## config.mk

```make
export PLATFORM = sky130hd
export DESIGN_NAME = mem_arbiter
export DESIGN_NICKNAME = d
export VERILOG_FILES = /design/src/rtl/mem_arbiter_pkg.sv /design/src/rtl/mem_arbiter_arb_pick.sv /design/src/rtl/mem_arbiter.sv
export SDC_FILE = /design/constraint.sdc
export NUM_CORES = 1
export LEC_CHECK = 0
export CAP_MARGIN = 20
export CORE_AREA = 2 2 117 119
export CTS_CLUSTER_SIZE = 10
export DETAILED_ROUTE_END_ITERATION = 10
export DIE_AREA = 0 0 119 121
export DONT_BUFFER_PORTS = 1
export PLACE_DENSITY_LB_ADDON = 0.1
export SETUP_SLACK_MARGIN = 0.05
export SLEW_MARGIN = 10
export SYNTH_ARGS = -nofsm -noshare
export SYNTH_HDL_FRONTEND = slang
export SYNTH_SLANG_ARGS = --single-unit
export TNS_END_PERCENT = 5
```

## constraint.sdc

```tcl
create_clock -name clk -period 2 [get_ports clk]
set_input_delay 0.4 -clock clk [delete_from_list [all_inputs] [get_ports clk]]
set_output_delay 0.4 -clock clk [all_outputs]
set_load 0.1 [all_outputs]
```

## src/rtl/mem_arbiter_pkg.sv

```systemverilog
// Shared types and defaults for the two-master data-port arbiter.
// The FSM state type is exported so the bench can observe it directly.
package mem_arbiter_pkg;

  typedef enum logic [1:0] {
    ST_IDLE   = 2'd0,
    ST_ACCESS = 2'd1,
    ST_WAIT   = 2'd2,
    ST_DONE   = 2'd3
  } arb_state_t;

  localparam int DEFAULT_ADDR_WIDTH = 32;
  localparam int DEFAULT_DATA_WIDTH = 32;
  localparam int DEFAULT_RD_LATENCY = 1;
  localparam int DEFAULT_MAX_HOLD   = 4;

endpackage

```

## src/rtl/mem_arbiter_arb_pick.sv

```systemverilog
// Combinational winner selection: round-robin on ties, unless the previous
// owner still holds an active lock, in which case it keeps the port.
module arb_pick (
  input  logic req0,
  input  logic req1,
  input  logic last,
  input  logic lock_active,
  input  logic halt,
  output logic valid,
  output logic winner
);

  always_comb begin
    valid  = !halt && (req0 || req1);
    winner = req1;
    if (req0 && req1) begin
      winner = lock_active ? last : ~last;
    end
  end

endmodule

```

## src/rtl/mem_arbiter.sv

```systemverilog
// Two-master, one-slave arbiter for the data-side memory/device port.
// Handshake: a master holds req and its command stable until the cycle after its one-cycle ack pulse.
module mem_arbiter
  import mem_arbiter_pkg::*;
#(
  parameter int ADDR_WIDTH = DEFAULT_ADDR_WIDTH,
  parameter int DATA_WIDTH = DEFAULT_DATA_WIDTH,
  parameter int RD_LATENCY = DEFAULT_RD_LATENCY,
  parameter int MAX_HOLD   = DEFAULT_MAX_HOLD
) (
  input  logic                  clk,
  input  logic                  reset_n,
  input  logic                  halt,
  input  logic                  req0,
  input  logic                  req1,
  input  logic                  rw0,
  input  logic                  rw1,
  input  logic                  lock0,
  input  logic                  lock1,
  input  logic [ADDR_WIDTH-1:0] addr0,
  input  logic [ADDR_WIDTH-1:0] addr1,
  input  logic [DATA_WIDTH-1:0] wdata0,
  input  logic [DATA_WIDTH-1:0] wdata1,
  output logic                  ack0,
  output logic                  ack1,
  output logic [DATA_WIDTH-1:0] rdata0,
  output logic [DATA_WIDTH-1:0] rdata1,
  output logic                  s_en,
  output logic                  s_we,
  output logic [ADDR_WIDTH-1:0] s_addr,
  output logic [DATA_WIDTH-1:0] s_wdata,
  input  logic [DATA_WIDTH-1:0] s_rdata,
  output logic                  busy,
  output logic                  grant,
  output arb_state_t            dbg_state
);

  localparam int LAT_W  = $clog2(RD_LATENCY + 1);
  localparam int HOLD_W = $clog2(MAX_HOLD + 1);
  localparam logic [LAT_W-1:0]  LAT_LOAD = LAT_W'(RD_LATENCY);
  localparam logic [LAT_W-1:0]  LAT_ONE  = LAT_W'(1);
  localparam logic [HOLD_W-1:0] HOLD_MAX = HOLD_W'(MAX_HOLD);
  localparam logic [HOLD_W-1:0] HOLD_ONE = HOLD_W'(1);

  arb_state_t        state;
  logic              last;
  logic              lock_q;
  logic [HOLD_W-1:0] hold_cnt;
  logic [LAT_W-1:0]  lat_cnt;

  logic req_last;
  logic lock_g;
  logic lock_active;
  logic pick_valid;
  logic pick_winner;

  // A lock only matters while its owner keeps asking and the hold budget lasts.
  assign req_last    = last ? req1 : req0;
  assign lock_g      = grant ? lock1 : lock0;
  assign lock_active = lock_q && (hold_cnt < HOLD_MAX) && req_last;

  arb_pick u_pick (
    .req0        (req0),
    .req1        (req1),
    .last        (last),
    .lock_active (lock_active),
    .halt        (halt),
    .valid       (pick_valid),
    .winner      (pick_winner)
  );

  assign busy      = (state != ST_IDLE);
  assign dbg_state = state;

  always_ff @(posedge clk) begin
    if (!reset_n) begin
      state    <= ST_IDLE;
      grant    <= 1'b0;
      last     <= 1'b1;
      lock_q   <= 1'b0;
      hold_cnt <= '0;
      lat_cnt  <= '0;
      s_en     <= 1'b0;
      s_we     <= 1'b0;
      s_addr   <= '0;
      s_wdata  <= '0;
      ack0     <= 1'b0;
      ack1     <= 1'b0;
      rdata0   <= '0;
      rdata1   <= '0;
    end else begin
      ack0 <= 1'b0;
      ack1 <= 1'b0;
      case (state)
        ST_IDLE: begin
          if (pick_valid) begin
            grant   <= pick_winner;
            s_en    <= 1'b1;
            s_we    <= pick_winner ? rw1 : rw0;
            s_addr  <= pick_winner ? addr1 : addr0;
            s_wdata <= pick_winner ? wdata1 : wdata0;
            state   <= ST_ACCESS;
          end
        end
        ST_ACCESS: begin
          s_en <= 1'b0;
          s_we <= 1'b0;
          if (s_we) begin
            ack0  <= ~grant;
            ack1  <= grant;
            state <= ST_DONE;
          end else begin
            lat_cnt <= LAT_LOAD;
            state   <= ST_WAIT;
          end
        end
        ST_WAIT: begin
          lat_cnt <= lat_cnt - LAT_ONE;
          if (lat_cnt == LAT_ONE) begin
            if (grant) rdata1 <= s_rdata;
            else       rdata0 <= s_rdata;
            ack0  <= ~grant;
            ack1  <= grant;
            state <= ST_DONE;
          end
        end
        ST_DONE: begin
          last   <= grant;
          lock_q <= lock_g;
          // Consecutive locked grants to the same master count up to the bound.
          if (lock_g && (grant == last)) begin
            hold_cnt <= (hold_cnt == HOLD_MAX) ? hold_cnt : hold_cnt + HOLD_ONE;
          end else begin
            hold_cnt <= lock_g ? HOLD_ONE : '0;
          end
          state <= ST_IDLE;
        end
        default: state <= ST_IDLE;
      endcase
    end
  end

endmodule

```

; Word-level counts from Yosys, hierarchy flattened
; Cells that the tools add are included.
[op_classes]
n_addsub = 2
n_mul = 0
div = 0
order_cmp = 1
n_eq_ne = 9
shifts = 0
muxes = 26
bitwise_logic = 2
n_reduce_logical = 18
[op_table]
columns = op, n
row1 = 32-bit 2-to-1 mux, 2
row2 = 1-bit 2-to-1 mux, 14
row3 = 1-bit case mux with 2 select lines, 5
row4 = 2-bit AND reduction, 5
row5 = 2-bit != test (second input constant), 4
row6 = 2-bit case mux with 4 select lines, 1
row7 = 3-bit 2-to-1 mux, 2
row8 = 3-bit AND reduction, 2
row9 = 2-bit nonzero test, 3
row10 = 1-bit logical AND, 5
row11 = 2-bit == test (second input constant), 2
row12 = 2-bit 2-to-1 mux, 2
row13 = 3-bit by 1-bit adder with 3-bit output (second input constant), 1
row14 = 3-bit == test (second input constant), 1
row15 = 3-bit < comparator (second input constant), 1
row16 = 2-bit by 1-bit == test with 1-bit output (second input constant), 1
row17 = 2-bit zero test, 1
row18 = 1-bit inverter, 2
row19 = 1-bit == test, 1
row20 = 1-bit zero test, 1
row21 = 1-bit logical OR, 1
row22 = 1-bit subtractor (second input constant), 1
[totals]
ff_bits = 141
latchBits = 0
mem_bits_rw = 0
rom_bits = 0
in_bits = 169
output_inout_bits = 136
wordCells = 72
memories = 0

; Longest topological paths before layout
; Gate-level depths: netlist (run 1).
[depth]
word_depth = 8
ltp_mapped = 8
depth_no_buf = 6

; Hierarchy
; From an unflattened synthesis (run 1), not the netlist that was laid out.
[unflattened]
cells_unflattened = 652
hier_area_um2 = 5723.0
[modules_own_cells]
columns = module, instances, cells_each, area_each_um2, seq_area_each_um2
row1 = mem_arbiter, 1, 648, 5699.2, 2822.7
row2 = arb_pick, 1, 4, 23.8, 0.0

; Least setup slack after synthesis (run 1)
; No wires, ideal clock.
[synth_path]
path_kind = register to register
start = register state[0] (netlist: dbg_state[0])
end = register s_addr[11]
setup_time_ps = 125
arrival_ps = 2802
t_required_ps = 1875
slack_ps = -927
stages_incl_launch_ff = 9
path_buffers = 2
period_less_slack_ps = 2927
path_cell_list = dfxtp_1 inv_1 ha_1 inv_1 nor2_2 buf_2 buf_2 o21ai_0 a31oi_1
[synth_via]
elab_chain_cells = 2
[synth_lines]
columns = element, line_no
row1 = "start, declared", mem_arbiter.sv:45  ; arb_state_t state;
row2 = "start signal, assigned", mem_arbiter.sv:77  ; state <= ST_IDLE;
row3 = "start signal, assigned", mem_arbiter.sv:102  ; state <= ST_ACCESS;
row4 = "start signal, assigned", mem_arbiter.sv:111  ; state <= ST_DONE;
row5 = 2-bit zero test, mem_arbiter.sv:94  ; case (state)
row6 = 2-bit AND reduction (no line), n/a
row7 = "end signal, assigned", mem_arbiter.sv:100  ; s_addr <= pick_winner ? addr1 : addr0;
row8 = "end, declared", mem_arbiter.sv:30  ; output logic [ADDR_WIDTH-1:0] s_addr,
; Every way passes these cells.
; A chain may end at the register's enable or synchronous reset.

; Worst setup path in the final report (run 1)
[layout_path]
start = register state[1] (netlist: dbg_state[1])
end = output port busy
[layout_via]
elab_chain_cells = 1
[layout_lines]
columns = element, line_no
row1 = 2-bit nonzero test, mem_arbiter.sv:72  ; assign busy = (state != ST_IDLE);
row2 = "end, declared", mem_arbiter.sv:33  ; output logic busy,
; Every way passes these cells.

==> metrics, run 1 <==
hpwl dp=11.3 mm; Layout Cells excl Fill=1,017; total gr overflow=0; Post-Layout Inst Area=0.00740 sq mm; pin count of the biggest net entering global routing=142; hold bufs inserted after CTS=0; Synth Cell Area=0.00581 sq mm; placed insts=987; flop2flop setup slack=0.35 ns; initial antenna violation count=0; Filler cells=1,214; crit path from=dbg_state[1]; Slew HR=68.0%; main combinational cell family by area after synthesis=compound AO/OA/AOI/OAI gates; vias in the first global route=5,092; syn_area_per_cell=8.02 sq um; clk sinks=141; first-pass GRT wire length=25.4 mm; Final Core Density=56.5%; commonest non-fill, non-tap cell in the layout=nand2_1; TNS Setup=0 ns; post-synthesis xor/xnor area fraction=0%; Vias=5,318; final net count=1,006; WL final=16.4 mm; drt drc=0; Final setup viols=0; Initial Utilization=44.4%; Fin. Hold Viols=0; Data arrival, critical path=1.38 ns; GRT Resource Usage Total=22.3%; Max IR drop VDD=0.869 mV; fraction of layout cells with a size suffix above 1=21.9%; gp weighted congestion=0.785; RSZ-0062 raised after global routing=no; PwrDens=1520 mW/mm^2; clock skew=0.00649 ns; row count=42; area of the core=0.0131 sq mm; First-pass DRT Iterations=5; Data required, critical path=1.60 ns; CP startpoint kind=register; hold_sp=s_rdata[24]; Power Total=11.3 mW; fin crit period=1.78 ns; fmax=563 MHz; DRT iter0 DRCs=382; worst reg2reg path startpoint=dbg_state[1]; Top-Level Pins=305; Worst-Skew Late Latency=0.41 ns; Yosys reg bits=141; CP endpoint=busy; CP max FO=4; most frequent cells in the layout=262 x nand2_1, 138 x dfxtp_1, 138 x buf_4; area grow syn2layout=27.4%; Final Cycle Share=88.8%; Synth Area in Compound Gates=24.0%; Post-CTS Setup Inserts=0; PortBufs=0; clock slew at reported path FFs=0.05 ns; Chip Width=119 um; die height=121 um; antenna-violating nets left=0; Via-to-Cell Ratio=5.23; simple-gate area share of the yosys netlist=19.2%; placed cell area=0.00690 sq mm; Resize count post-CTS=0; Worst Setup End Kind=primary output; leakage=3.02 nW; CP Class=reg -> out; Synth Area in Adders=1.51%; WL per Instance=16.1 um; sequential element share of the synthesized area=48.6%; max-cap violations=0; max-slew violations=0; FF-to-FF path depth=7; # H-tree levels=4; post-synth cell types=33; synthesis warning total=0; CTS tree=done; CTS buffer count=17; worst-margin pin slew=0.481 ns; Hold Path Class=in -> reg; Die ar.=0.0144 sq mm; CTS root buffer=clkbuf_16; outcome=completed; R2R Path End=s_wdata[25]; Syn Inst Count=724; diode count=0; Synth Net Count=900; multiplexer area fraction after synthesis=0.689%; Clock Path Buffers=2
metrics by stage:
stage / setup slack, ns / hold WS (ns)
after floorplan: 0.0153 / 0.474
final: 0.225 / 0.124
after global placement: 0.405 / 0.442
after global routing: 0.168 / 0.101
after CTS: 0.205 / 0.0901
after detailed placement: 0.345 / 0.447
sequential cells by signal, summed over array words and instances, names as in the netlist:
signal	count
last	1
ack0	1
dbg_state	2
s_we	1
lat_cnt	1
rdata0	32
s_addr	32
s_en	1
hold_cnt	3
s_wdata	32
lock_q	1
grant	1
ack1	1
rdata1	32
power by group:
group / switching (mW) / internal (mW) / total (mW)
clock network: 1.09 / 1.59 / 2.68
registers: 0.159 / 3.25 / 3.41
logic: 4.17 / 1.02 / 5.19
metal layers:
metal,routed length (um),vias to the layer above,global-route usage [%]
li1,-,2647,-
met1,6340,2439,24.1
met2,8320,210,39.8
met3,1440,22,8.65
met4,267,0,7.96
met5,0,-,0
cells in the mapped netlist:
master	number	area [sq um]
o211ai_1	3	22.5
buf_4	7	52.6
o211a_1	1	10.0
mux2i_1	4	40.0
a22oi_2	1	12.5
o21a_1	1	7.51
inv_1	12	45.0
nor2_2	3	18.8
o21ai_0	74	370
a31oi_1	64	400
nor2_1	5	18.8
a21boi_0	43	323
nor3b_1	1	7.51
a21boi_1	23	173
buf_2	23	115
o21bai_2	1	11.3
ha_1	7	87.6
dfxtp_1	141	2820
buf_6	5	56.3
nand3_1	4	20.0
a21oi_1	4	20.0
nand4bb_1	1	11.3
o21ba_2	1	10.0
nand2_1	262	983
and3_1	1	6.26
clkbuf_1	21	78.8
nor2b_1	3	18.8
nor3_1	1	5.00
a221oi_1	1	8.76
o2111ai_1	2	17.5
or2_2	1	6.26
o311a_1	1	10.0
and3b_1	2	17.5
worst max-delay path, cell delays in order, from the launching register on:
cell	delay (ns)
dfxtp_4	0.36
inv_4	0.05
ha_4	0.17
clkinvlp_4	0.09
buf_4	0.29
worst min path at each step:
| stage | to | slack, ns | cells past startpoint |
|---|---|---|---|
| finish | rdata1[24] | 0.12 | 2 |
| global route | rdata0[13] | 0.10 | 2 |
| CTS | last | 0.09 | 1 |
| detailed placement | rdata0[18] | 0.45 | 2 |
| global placement | rdata0[15] | 0.44 | 2 |
| floorplan | hold_cnt[1] | 0.47 | 2 |
area by class of cell:
class	count	area (sq um)	area share (%)
multi-input combinational	515	2660	35.9
sequential	141	2830	38.3
tap	176	220	2.98
clock buffer	22	454	6.14
timing repair buffer	143	1140	15.4
clock inverter	8	46.3	0.626
inverter	12	53.8	0.727
logic make-up after synthesis:
family,Yosys count
fa+ha+maj,7
flops,141
simple gates,284
compound gates,220
buf+inv,68
mux,4
(Power assumes the default switching activity.)
==> run 2: changes to the inputs <==
--- a/config.mk
+++ b/config.mk
@@ -12,6 +12,7 @@
 export DIE_AREA = 0 0 119 121
 export DONT_BUFFER_PORTS = 1
 export PLACE_DENSITY_LB_ADDON = 0.1
+export RECOVER_POWER = 50
 export SETUP_SLACK_MARGIN = 0.05
 export SLEW_MARGIN = 10
 export SYNTH_ARGS = -nofsm -noshare
==> run 2 against run 1 <==
Cell count unchanged. Hold slack gained 0.0013 ns. Sequential share of layout area rose by 1.8 points. Clock power about the same. Clock skew is essentially flat. Power is 2.4% lower. Wire length fell by 0.75%. Critical path type unchanged. Core utilization shrank 2.6 points.
==> metrics, run 2 (same netlist as run 1, synthesis figures left out) <==
CP max stage delay=0.37 ns; Resize count post-CTS=0; Post-CTS Setup Inserts=0; Initial Utilization=44.4%; First-pass DRT Iterations=7; PwrDens=1560 mW/mm^2; GR Layer Usage met2=39.8%; Seq pwr share=30.9%; commonest non-fill, non-tap cell in the layout=nand2_1; antenna-violating nets left=0; Hold Path Class=in -> reg; fin crit period=1.80 ns; Data required, critical path=1.60 ns; Top-Level Pins=305; Clock Path Buffers=2; Data arrival, critical path=1.40 ns; leakage=2.92 nW; Final Cycle Share=90.1%; final net count=1,006; WL per Instance=16.0 um; vias in the first global route=5,092; area grow syn2layout=21.6%; pin count of the biggest net entering global routing=142; slowest CP cell=dfxtp_1; PortBufs=0; CP max FO=5; first-pass GRT wire length=25.4 mm; clock network fraction of design power=24.3%; Switching Share=49.0%; gp weighted congestion=0.785; met3 track demand over resource=8.65%; Worst-Skew Late Latency=0.41 ns; routing usage on met1=24.1%; hpwl dp=11.3 mm; Max IR drop VDD=0.847 mV; row count=42; fmax=555 MHz; outcome=completed; Power Total=11.0 mW; CP startpoint kind=register; hold_sp=s_rdata[15]; Die ar.=0.0144 sq mm; CP cell instances=inv_4, ha_4, clkinvlp_4, buf_4; max-slew violations=0; CTS root buffer=clkbuf_16; Net Switching=5.40 mW; Final setup viols=0; CP Class=reg -> out; diode count=0; max-cap violations=0; DRT iter0 DRCs=372; crit path from=dbg_state[0]; # H-tree levels=4; Worst Path Buf+Inv=3; Slew HR=59.3%; RSZ-0062 raised after global routing=no; GR peak layer=met2; CTS buffer count=17; die height=121 um; initial antenna violation count=0; clock slew at reported path FFs=0.05 ns; clock skew=0.00627 ns; clk sinks=141; Final Core Density=54.0%; WL final=16.2 mm; combinational share of power=44.9%; total gr overflow=0; Chip Width=119 um; fraction of layout cells with a size suffix above 1=21.6%; worst-margin pin slew=0.610 ns; GRT Resource Usage Total=22.3%; drt drc=0; TNS Setup=0 ns; worst reg2reg path startpoint=hold_cnt[2]; cell-internal power=5.61 mW; CTS tree=done; most frequent cells in the layout=262 x nand2_1, 139 x dfxtp_1, 131 x clkbuf_2; Vias=5,321; hold bufs inserted after CTS=0; area of the core=0.0131 sq mm; Worst Setup End Kind=primary output; Via-to-Cell Ratio=5.23; cell family with most CP delay=buffers and inverters; Fin. Hold Viols=0
[run 2: changes by cell type in the layout (fill, tap and decap cells not counted), sizes merged]
cell | before | now
buf | 143 | 12
clkbuf | 22 | 153
[run 2: worst paths after layout]
| check | endpoint | slack [ns] | cells after the start |
|---|---|---|---|
| max reg2reg | s_we | 0.34 | 5 |
| min reg2reg | rdata0[18] | 0.45 | 2 |
| min | rdata0[15] | 0.13 | 2 |
| max | busy | 0.20 | 4 |
[run 2: per-stage QoR]
step	hold slack (ns)	cells	instance area [sq um]	worst slack, ns
floorplan	0.474	724	5860	0.0153
global placement	0.442	987	6900	0.405
detailed placement	0.447	987	6900	0.345
CTS	0.0901	1017	7400	0.205
global route	0.101	1017	7060	0.136
finish	0.125	1017	7060	0.198
[run 2: worst register-to-register path, delay by kind of cell, from the launching register on]
| family | cells | cell delay, ns |
|---|---|---|
| compound gates | 2 | 0.39 |
| buf+inv | 1 | 0.29 |
| flops | 1 | 0.40 |
| mux | 1 | 0.36 |
| simple gates | 1 | 0.09 |
[run 2: power groups by stage]
stage	Sequential [mW]	Combinational [mW]	Clock [mW]
final	3.40	4.94	2.67
after global routing	3.45	5.16	2.89
after CTS	3.42	5.20	2.74
after detailed placement	3.47	5.20	0
after global placement	3.46	5.14	0
after floorplan	6.46	1.32	0
[run 2: area by class of cell]
cell class	instances	area, sq um
Clock inverter	8	46.3
Fill cell	1289	6020
Inverter	12	53.8
Sequential cell	141	2830
Tap cell	176	220
Clock buffer	22	454
Multi-Input combinational cell	515	2650
Timing Repair Buffer	143	808
[run 2: routing by layer]
metal,routed length [um],up-vias
met5,0,-
met4,329,0
met3,1380,26
met2,8210,221
met1,6330,2422
li1,-,2652
==> run 3: changes to the inputs <==
--- a/config.mk
+++ b/config.mk
@@ -6,10 +6,12 @@
 export NUM_CORES = 1
 export LEC_CHECK = 0
 export CAP_MARGIN = 20
-export CORE_AREA = 2 2 117 119
+export CELL_PAD_IN_SITES_DETAIL_PLACEMENT = 2
+export CELL_PAD_IN_SITES_GLOBAL_PLACEMENT = 2
+export CORE_MARGIN = 2
+export CORE_UTILIZATION = 33
 export CTS_CLUSTER_SIZE = 10
 export DETAILED_ROUTE_END_ITERATION = 10
-export DIE_AREA = 0 0 119 121
 export DONT_BUFFER_PORTS = 1
 export PLACE_DENSITY_LB_ADDON = 0.1
 export RECOVER_POWER = 50
==> run 3 against run 2 <==
Sequential power is essentially flat. Critical path depth unchanged. Cell count rose by 4.9%. Clock-buffer cell count grew 1. Power grew 7.5%. Flip-flop and latch count stayed put. Non-clock buffer count did not move. Largest power group unchanged. Setup slack got worse by 0.016 ns.
==> metrics, run 3 (same netlist as run 1, synthesis figures left out) <==
outcome=completed; commonest non-fill, non-tap cell in the layout=nand2_1; R2R Path End=hold_cnt[0]; gp weighted congestion=0.769; PortBufs=0; final setup margin=0.182 ns; Place WS=0.284 ns; CTS root buffer=clkbuf_16; WL final=22.0 mm; final net count=1,006; leakage=2.97 nW; flop2flop setup slack=0.23 ns; WHS Path Cells=2; initial antenna violation count=0; Layout Cells excl Fill=1,067; worst reg2reg path startpoint=dbg_state[0]; worst-margin pin slew=0.602 ns; CTS tree=done; Fin. Hold Viols=0; hpwl dp=15.3 mm; total gr overflow=0; Chip Width=137 um; Top-Level Pins=305; fraction of layout cells with a size suffix above 1=22.0%; clock slew at reported path FFs=0.06 ns; Die ar.=0.0187 sq mm; hold_sp=s_rdata[18]; First-pass DRT Iterations=4; area of the core=0.0172 sq mm; vias in the first global route=6,080; pin count of the biggest net entering global routing=142; RSZ-0062 raised after global routing=no; placed insts=1,036; Via-to-Cell Ratio=5.29; CTS buffer count=17; drt drc=0; max-cap violations=0; WL per Instance=20.6 um; CP Class=reg -> out; fmax=550 MHz; fin crit period=1.82 ns; CP startpoint kind=register; Slew HR=59.9%; Post-CTS Setup Inserts=0; first-pass GRT wire length=32.7 mm; TNS Setup=0 ns; Max IR drop VDD=0.693 mV; Data required, critical path=1.60 ns; Initial Utilization=33.7%; FF-to-FF path depth=5; hold bufs inserted after CTS=0; CP max FO=5; antenna-violating nets left=0; most frequent cells in the layout=262 x nand2_1, 139 x dfxtp_1, 132 x clkbuf_2; Worst-Skew Late Latency=0.41 ns; area grow syn2layout=24.8%; clk sinks=141; Resize count post-CTS=0; max-slew violations=0; WHS Endpoint=rdata0[18]; Vias=5,642; Final setup viols=0; Hold Path Class=in -> reg; # H-tree levels=4; diode count=0; die height=137 um; Data arrival, critical path=1.42 ns; PwrDens=1630 mW/mm^2; Final Cycle Share=90.9%; Worst Setup End Kind=primary output; GRT Resource Usage Total=22.9%; Clock Path Buffers=2; clock skew=0.0102 ns; DRT iter0 DRCs=245; row count=48
run 3: cell count changes in the layout (fill, tap and decap cells not counted):
cell / delta
clkbuf_1: -2
clkinvlp_4: +2
clkbuf_2: +1
clkinv_4: +1
clkbuf_16: +1
clkinv_2: -6
buf_4: -1
clkbuf_8: +2
bufinv_16: +3
run 3: where the power goes:
group	internal [mW]	switching, mW
Combinational	0.784	4.29
Sequential	3.25	0.165
Clock	2.14	1.21
Total	6.17	5.67
run 3: critical path, stage by stage (launching register included):
cell	delay [ns]
dfxtp_1	0.37
inv_4	0.07
ha_4	0.18
clkinvlp_4	0.09
buf_4	0.29
run 3: worst max path at each step:
| stage | start | to | slack (ns) | cells after the start |
|---|---|---|---|---|
| 2_1_floorplan | dbg_state[0] | s_addr[0] | 0.02 | 8 |
| 5_1_grt | dbg_state[0] | hold_cnt[0] | 0.09 | 5 |
| 3_3_place_gp | last | s_we | 0.39 | 5 |
| 4_1_cts | dbg_state[1] | busy | 0.18 | 4 |
| 6_report | dbg_state[0] | busy | 0.18 | 4 |
| 3_5_place_dp | last | s_we | 0.28 | 5 |
run 3: area by class of cell:
class	instances	area, sq um
Multi-Input combinational cell	515	2650
Clock inverter	8	130
Fill cell	1974	9990
Clock buffer	23	499
Inverter	12	53.8
Tap cell	225	282
Timing Repair Buffer	143	806
Sequential cell	141	2830
run 3: routing by layer:
layer | track usage, % | part of all wire (%)
met5 | 0 | 0
met3 | 7.81 | 8.8
met2 | 42.0 | 52
met1 | 23.6 | 37
met4 | 9.26 | 2.7
run 3: metrics by stage:
step | utilization, % | hold WS, ns | area, sq um | power (mW)
6_report | 42.1 | 0.120 | 7250 | 11.8
3_3_place_gp | 40.4 | 0.443 | 6960 | 8.65
5_1_grt | 42.1 | 0.109 | 7250 | 12.3
2_1_floorplan | - | 0.474 | 5860 | 7.77
4_1_cts | 44.0 | 0.103 | 7590 | 12.2
3_5_place_dp | 40.4 | 0.453 | 6960 | 8.82
